## src/rtl/loader_pkg.sv

```systemverilog
// Shared definitions for the program loader: FSM state encoding, default
// memory depth and the word presented to the processor when nothing valid
// is addressed.
package loader_pkg;

    localparam int         DEPTH_DEFAULT = 16;
    localparam logic [7:0] NOP_WORD      = 8'h00;

    typedef enum logic [1:0] {
        IDLE     = 2'd0,
        DEBOUNCE = 2'd1,
        RELEASE  = 2'd2,
        RUN      = 2'd3
    } state_e;

endpackage

```

## src/rtl/btn_debounce.sv

```systemverilog
// Push-button front end: two-flop synchronizer for the raw button plus the
// debounce sample counter. The owning FSM decides when the counter clears
// and advances; this block reports the synchronized level, terminal count
// and a press strobe (button high at terminal count).
//   clk      in   system clock
//   reset    in   async, active-low
//   btn_raw  in   raw bouncing button
//   cnt_clr  in   clear sample counter
//   cnt_inc  in   advance sample counter (holds at terminal count)
//   btn_s    out  synchronized button
//   cnt_tc   out  counter == DEB_CYCLES-1
//   press    out  btn_s & cnt_tc
module btn_debounce
    import loader_pkg::*;
#(
    parameter int DEB_CYCLES = 16
) (
    input  logic clk,
    input  logic reset,
    input  logic btn_raw,
    input  logic cnt_clr,
    input  logic cnt_inc,
    output logic btn_s,
    output logic cnt_tc,
    output logic press
);

    localparam int            CW = (DEB_CYCLES > 1) ? $clog2(DEB_CYCLES) : 1;
    localparam logic [CW-1:0] TC = CW'(DEB_CYCLES - 1);

    logic [1:0]    sync_q, sync_d;
    logic [CW-1:0] cnt_q, cnt_d;

    always_comb begin
        sync_d = {sync_q[0], btn_raw};
        cnt_d  = cnt_q;
        if (cnt_clr) begin
            cnt_d = '0;
        end else if (cnt_inc && (cnt_q != TC)) begin
            cnt_d = cnt_q + 1'b1;
        end
    end

    always_ff @(posedge clk or negedge reset) begin
        if (!reset) begin
            sync_q <= '0;
            cnt_q  <= '0;
        end else begin
            sync_q <= sync_d;
            cnt_q  <= cnt_d;
        end
    end

    assign btn_s  = sync_q[1];
    assign cnt_tc = (cnt_q == TC);
    assign press  = btn_s & cnt_tc;

endmodule

```

## src/rtl/program_loader.sv

```systemverilog
// Loads 8-bit instruction words from board switches into a small memory,
// one word per debounced button press, then serves them to a processor by
// PC while in run mode.
//   clk          in   system clock
//   reset        in   async, active-low
//   sw[7:0]      in   word to store, sampled at the write cycle
//   load_btn     in   raw bouncing load button
//   run_sw       in   raw mode switch (1 = run)
//   PC[7:0]      in   processor program counter
//   instruction  out  mem[PC] when running and PC < count, else NOP
//   load_addr    out  address of the next write
//   count        out  number of valid words
//   full         out  count == DEPTH
//   running      out  FSM in RUN
//   write_ack    out  one-cycle pulse alongside each stored word
//
// state    | meaning
// IDLE     | load mode, waiting for button or run switch
// DEBOUNCE | button seen high, counting stable high samples
// RELEASE  | word written, waiting for stable low before next press
// RUN      | serving instructions to the processor
module program_loader
    import loader_pkg::*;
#(
    parameter int DEPTH      = DEPTH_DEFAULT,
    parameter int DEB_CYCLES = 16
) (
    input  logic       clk,
    input  logic       reset,
    input  logic [7:0] sw,
    input  logic       load_btn,
    input  logic       run_sw,
    input  logic [7:0] PC,
    output logic [7:0] instruction,
    output logic [3:0] load_addr,
    output logic [4:0] count,
    output logic       full,
    output logic       running,
    output logic       write_ack
);

    localparam logic [4:0] DEPTH_C   = 5'(DEPTH);
    localparam logic [3:0] LAST_ADDR = 4'(DEPTH - 1);

    state_e     state_q, state_d;
    logic [3:0] load_addr_q, load_addr_d;
    logic [4:0] count_q, count_d;
    logic       write_ack_q, write_ack_d;
    logic [1:0] run_sync_q, run_sync_d;
    logic [7:0] mem_q [DEPTH];
    logic [7:0] mem_d [DEPTH];

    logic run_s, btn_s, cnt_tc, press, cnt_clr, cnt_inc;

    btn_debounce #(.DEB_CYCLES(DEB_CYCLES)) u_btn (
        .clk     (clk),
        .reset   (reset),
        .btn_raw (load_btn),
        .cnt_clr (cnt_clr),
        .cnt_inc (cnt_inc),
        .btn_s   (btn_s),
        .cnt_tc  (cnt_tc),
        .press   (press)
    );

    assign run_sync_d = {run_sync_q[0], run_sw};
    assign run_s      = run_sync_q[1];

    always_comb begin
        state_d     = state_q;
        load_addr_d = load_addr_q;
        count_d     = count_q;
        write_ack_d = 1'b0;
        mem_d       = mem_q;
        cnt_clr     = 1'b0;
        cnt_inc     = 1'b0;

        // Mode switch outranks any press in progress.
        case (state_q)
            IDLE: begin
                if (run_s) begin
                    state_d = RUN;
                end else if (btn_s) begin
                    state_d = DEBOUNCE;
                    cnt_clr = 1'b1;
                end
            end
            DEBOUNCE: begin
                if (run_s) begin
                    state_d = RUN;
                end else if (!btn_s) begin
                    state_d = IDLE;
                end else if (press) begin
                    state_d = RELEASE;
                    cnt_clr = 1'b1;
                    if (count_q != DEPTH_C) begin
                        mem_d[load_addr_q] = sw;
                        count_d            = count_q + 1'b1;
                        write_ack_d        = 1'b1;
                        // Pointer parks on the last word; count alone marks full.
                        if (load_addr_q != LAST_ADDR) begin
                            load_addr_d = load_addr_q + 1'b1;
                        end
                    end
                end else begin
                    cnt_inc = 1'b1;
                end
            end
            RELEASE: begin
                if (run_s) begin
                    state_d = RUN;
                end else if (btn_s) begin
                    cnt_clr = 1'b1;
                end else if (cnt_tc) begin
                    state_d = IDLE;
                end else begin
                    cnt_inc = 1'b1;
                end
            end
            RUN: begin
                if (!run_s) begin
                    state_d     = IDLE;
                    load_addr_d = '0;
                    count_d     = '0;
                    cnt_clr     = 1'b1;
                end
            end
            default: state_d = IDLE;
        endcase
    end

    always_ff @(posedge clk or negedge reset) begin
        if (!reset) begin
            state_q     <= IDLE;
            load_addr_q <= '0;
            count_q     <= '0;
            write_ack_q <= 1'b0;
            run_sync_q  <= '0;
            for (int i = 0; i < DEPTH; i++) begin
                mem_q[i] <= '0;
            end
        end else begin
            state_q     <= state_d;
            load_addr_q <= load_addr_d;
            count_q     <= count_d;
            write_ack_q <= write_ack_d;
            run_sync_q  <= run_sync_d;
            mem_q       <= mem_d;
        end
    end

    // Full 8-bit compare against count so PCs beyond the memory never alias.
    always_comb begin
        instruction = NOP_WORD;
        if ((state_q == RUN) && ({3'b000, count_q} > PC)) begin
            instruction = mem_q[PC[3:0]];
        end
    end

    assign load_addr = load_addr_q;
    assign count     = count_q;
    assign full      = (count_q == DEPTH_C);
    assign running   = (state_q == RUN);
    assign write_ack = write_ack_q;

endmodule

```

## config.mk

```make
export PLATFORM = sky130hd
export DESIGN_NAME = program_loader
export DESIGN_NICKNAME = d
export VERILOG_FILES = /design/src/rtl/loader_pkg.sv /design/src/rtl/btn_debounce.sv /design/src/rtl/program_loader.sv
export SDC_FILE = /design/constraint.sdc
export NUM_CORES = 1
export LEC_CHECK = 0
export CORE_UTILIZATION = 49
export CTS_CLUSTER_SIZE = 28
export DETAILED_ROUTE_END_ITERATION = 8
export GPL_ROUTABILITY_DRIVEN = 0
export PLACE_DENSITY = 0.67
export SYNTH_ARGS = -nofsm -noshare
export SYNTH_HDL_FRONTEND = slang
export SYNTH_SLANG_ARGS = --single-unit
```

## constraint.sdc

```tcl
create_clock -name clk -period 2.5 [get_ports clk]
set_input_delay 0.375 -clock clk [delete_from_list [all_inputs] [get_ports clk]]
set_output_delay 0.375 -clock clk [all_outputs]
set_load 0.01 [all_outputs]
```

After elaboration in Yosys (flattened, before gate mapping)
Cells that the tools add are included.
{"block": "word_totals", "register_bits": 148, "elab_cells": 114, "out_inout_bits": 20}
{"block": "classes", "n_mux": 51, "n_bitwise": 4, "magnitude_cmp": 4, "n_reduce_logical": 11, "eq_ne": 18, "addsub": 3}
{"cell": "128-bit bitwise mux", "n": 1}
{"cell": "8-bit binary-select mux with 4-bit select", "n": 1}
{"cell": "8-bit demux with 4-bit select", "n": 1}
{"cell": "4-bit 2-to-1 mux", "n": 8}
{"cell": "8-bit 2-to-1 mux", "n": 4}
{"cell": "5-bit 2-to-1 mux", "n": 5}
{"cell": "2-bit 2-to-1 mux", "n": 9}
{"cell": "1-bit 2-to-1 mux", "n": 17}
{"cell": "4-bit != test (second input constant)", "n": 3}
{"cell": "5-bit >= comparator (second input constant)", "n": 2}
{"cell": "2-bit != test (second input constant)", "n": 5}
{"cell": "4-bit NOT with 5-bit output", "n": 2}
{"cell": "5-bit one-hot mux with 2 select lines", "n": 1}
{"cell": "5-bit AND reduction", "n": 2}
{"cell": "4-bit by 1-bit adder with 4-bit output (second input constant)", "n": 2}
{"cell": "5-bit by 8-bit > comparator with 1-bit output", "n": 1}
{"cell": "2-bit one-hot mux with 4 select lines", "n": 1}
{"cell": "4-bit one-hot mux with 2 select lines", "n": 1}
{"cell": "7-bit AND reduction", "n": 1}
{"cell": "3-bit by 2-bit != test with 1-bit output (second input constant)", "n": 2}
{"cell": "6-bit AND reduction", "n": 1}
{"cell": "5-bit by 1-bit adder with 5-bit output (second input constant)", "n": 1}
{"cell": "5-bit == test (second input constant)", "n": 1}
{"cell": "5-bit by 1-bit less-than comparator with 1-bit output (second input constant)", "n": 1}
{"cell": "other kinds (14)", "n": 18}

Depth between registers and ports, before layout
Gate-level depths: netlist of run 1.
{"block": "logic_depth", "ltp_word": 9, "depth_mapped": 8}

Hierarchy
Synthesis of run 1 repeated with hierarchy kept, for this count alone.
{"block": "unflattened", "hier_cells": 502, "area_unflattened_um2": 7343.3}
{"mod": "program_loader", "area_each_um2": 7056.8, "n_inst": 1, "cells_each": 479}
{"mod": "btn_debounce", "area_each_um2": 286.5, "n_inst": 1, "cells_each": 23}

Least setup slack after synthesis of run 1
OpenSTA, ideal clock, no wires.
{"block": "synth_timing", "kind": "input -> output", "start": "in PC[2]", "end": "out instruction[6]", "arrival_ns": 1.992, "stages": 8, "setup_slack_ns": 0.133, "required_ns": 2.125, "path_buffers": 2, "path_cell_list": "clkbuf_1 buf_2 inv_1 ha_1 nand2_1 a21oi_1 o21ai_0 a221oi_1"}
{"block": "synth_via", "elab_chain_cells": 5}
{"element": "from (decl)", "line_no": "program_loader.sv:33", "rtl": "input logic [7:0] PC,"}
{"element": "4-bit NOT with 5-bit output (not written as such)", "line_no": "program_loader.sv:156", "rtl": "instruction = mem_q[PC[3:0]];"}
{"element": "8-bit binary-select mux with 4-bit select", "line_no": "program_loader.sv:156"}
{"element": "8-bit 2-to-1 mux (not written as such) (2 in series)", "line_no": "program_loader.sv:156"}
{"element": "8-bit 2-to-1 mux (*)", "line_no": "program_loader.sv:155", "rtl": "if ((state_q == RUN) && ({3'b000, count_q} > PC)) begin"}
{"element": "to (decl)", "line_no": "program_loader.sv:34", "rtl": "output logic [7:0] instruction,"}
Every way passes the cells marked *; elsewhere a longest branch is shown, timed or not. The select of a mux whose other input is x is not followed.

Worst setup path after layout of run 1
{"block": "layout_timing", "start": "reg count_q[3] (netlist: count[3])", "end": "out instruction[6]"}
{"block": "layout_via", "elab_chain_cells": 3}
{"element": "from (decl)", "line_no": "program_loader.sv:47", "rtl": "logic [4:0] count_q, count_d;"}
{"element": "from (signal assigned)", "line_no": "program_loader.sv:145", "rtl": "count_q <= count_d;"}
{"element": "5-bit by 8-bit > comparator with 1-bit output", "line_no": "program_loader.sv:155"}
{"element": "1-bit logical AND", "line_no": "program_loader.sv:155"}
{"element": "8-bit 2-to-1 mux", "line_no": "program_loader.sv:155"}
Every way passes these cells.

==> metrics.yaml, run 1 <==
slowest_stage: "dfrtp_1"
netlist.area_leader.share_pct: 50.7
ios: 40
reg2reg_slack_ns: 0.25
routedWlPerCell_um: 21.1
cts_root_buffer: "clkbuf_16"
hold_viol_final: 0
worst_slew_pin_slew_ns: 0.599
wl_um: 16700
cts_buffers: 17
port_buffers: 39
die_h_um: 124
grtUsageTotal_pct: 23.7
setup_tns_ns: 0
design.core.area_sq_mm: 0.0145
die_area_sq_mm: 0.0154
nNetsFinal: 635
grt_max_degree: 57
async_reset_ff_share_pct: 100
clkSinkCount: 148
synth_seq_area_share_pct: 50.7
synthTopCellsByArea: "dfrtp_1 (51%), mux2_2 (20%), mux4_2 (9.6%)"
post-cts-setup-buffers: 0
p_leak_nw: 4.03
synth_edf_count: 0
end_kind: "output pin"
synth_ff_type: "dfrtp_1"
clk_pin_slew_ns: 0.06
grt-ovfl-total: 0
clk_latency_ns: 0.42
n_antenna_cell: 0
synth-seq-cells: 148
viasPerCell: 5.87
htreeDepth: 4
vias: 4668
cts_tree: "done"
drc: 0
ir_drop_uv: 587
fillers: 1119
min_path_type: "reg -> reg"
syn-num-nets: 562
start_util_pct: 50.2
ys_types: 51
critPathKind: "reg -> out"
p_per_area_mw_per_mm2: 668
cp_max_fo: 8
layout-area-overhead-vs-synth_pct: 20.9
max_cap_viol_count: 0
outcome: "completed"
dp_hpwl_um: 11200
ant_nets: 0
drive_gt1_share_pct: 45.2
slew-limit-headroom_pct: 59.9
die-width_um: 124
drv_slew: 0
cp_cell_sequence: "ha_4 -> nand2_1 -> a21oi_2 -> o21ai_2 -> buf_6 -> a221oi_4 -> buf_2"
synth_warnings: 0
drt-pass1-iter-count: 4
yosysTopAreaCell: "dfrtp_1"
arrival_ns: 2.04
syn_inst: 525
hold-worst-slack_ns: 0.345
cp-start-kind: "flip-flop"
skew_ns: 0.00942
power_w: 0.00589
synth_area_per_cell_sq_um: 13.9
grt_antenna_before_repair: 0
slowest_delay_ns: 0.41
syn_area_sq_mm: 0.00730
period_needed_ns: 2.41
rows: 44
max_freq_ghz: 0.414
clockBufferDepth: 2
grt_pass1_wl_um: 26400
first_global_vias: 4732
crit_required_ns: 2.12
fin_crit_sh_pct: 96.6
setup_violations: 0
synth_common_cells: "dfrtp_1 (148), mux2_2 (127), mux4_2 (31)"
yosysMostFrequentCell: "dfrtp_1"
first_iter_violations: 318
==> routing by layer <==
metal / part of all wire, % / track usage, % / routed length (um)
met3: 5.9 / 5.54 / 996
met4: 0.76 / 7.37 / 127
met1: 44 / 32.4 / 7370
met5: 0 / 0 / 0
met2: 49 / 37.4 / 8250
==> stage by stage <==
stage	std cells	instance area, sq um	setup slack [ns]	util [%]
finish	795	8830	0.0862	60.7
global route	795	8830	-0.000967	60.7
CTS	795	8800	0.00863	60.6
detailed placement	762	8130	-0.573	55.9
global placement	762	8130	-0.557	55.9
floorplan	525	7300	0.133	-
==> logic make-up (layout without fill, tap and decap cells) <==
family	count (synthesis)	in the layout	synth area share [%]
xor gates and xnor gates	3	3	0.360
AOI/OAI and AO/OA	59	59	5.83
and+or+nand+nor	82	82	6.48
buffers and inverters	48	134	3.07
DFF	148	148	50.7
adders and majority gates	17	17	2.91
muxes	168	168	30.6
==> registers in the layout, summed over array words and instances, names as in the netlist <==
signal and flops:
mem_q 128, count 5, u_btn.cnt_q 4, u_btn.sync_q 2, write_ack 1, load_addr 4
state_q 2, run_sync_q 2
==> worst max-delay path: cells and delay by family (launching register included) <==
| kind | cells | cell delay (ns) |
|---|---|---|
| compound gates | 3 | 0.50 |
| flops | 1 | 0.41 |
| buf+inv | 2 | 0.35 |
| fa+ha+maj | 1 | 0.28 |
| simple gates | 1 | 0.07 |
==> cell type report <==
class                           instances  area, sq um  area share (%)
Clock buffer                           17          425            4.82
Timing Repair Buffer                   84          742            8.41
Inverter                               18         67.6           0.766
Clock inverter                         15          181            2.06
Sequential cell                       148         3700            42.0
Tap cell                              184          230            2.61
Multi-Input combinational cell        329         3480            39.4
==> placed cells by master (no fill, tap or decap), types with 5 or more instances in the layout <==
cell	instances
dfrtp_1	148
mux2_2	127
buf_4	38
mux4_2	31
clkdlybuf4s50_1	25
inv_1	17
clkbuf_16	17
ha_1	16
a22o_1	15
nor2_1	15
nor2_2	12
nand2_1	10
nand3_1	10
o21ai_0	9
buf_2	9
mux2i_1	6
nand4_1	6
a21oi_1	5
==> power by group <==
group	leakage, nW	total (W)	internal [W]	switching, W
Clock	0.288	0.00263	0.00158	0.00105
Sequential	1.98	0.00249	0.00245	0.0000340
Combinational	1.77	0.000779	0.000329	0.000449
Total	4.03	0.00589	0.00436	0.00153
==> final timing paths <==
path | cells past startpoint | endpoint | startpoint
max | 7 | instruction[6] | count[3]
min | 0 | u_btn.sync_q[1] | u_btn.sync_q[0]
max reg2reg | 7 | mem_q[111] | state_q[1]
min reg2reg | 0 | u_btn.sync_q[1] | u_btn.sync_q[0]
max in group asynchronous | 3 | mem_q[79] | reset
min in group asynchronous | 2 | load_addr[0] | reset
==> what timing repair did <==
item	4_1_cts	5_1_grt
hold buffers	1	0
resized for setup	51	8
endpoints found under the setup margin	9	9
hold endpoints to repair	46	0
pin swaps	5	2
Power figures use the tool's default switching activity.
==> run 2, diff against run 1 <==
Settings changed: GPL_ROUTABILITY_DRIVEN 0 to 1.
==> results of run 2 <==
Same layout as run 1: the final DEF is identical, and so are final timing and power.
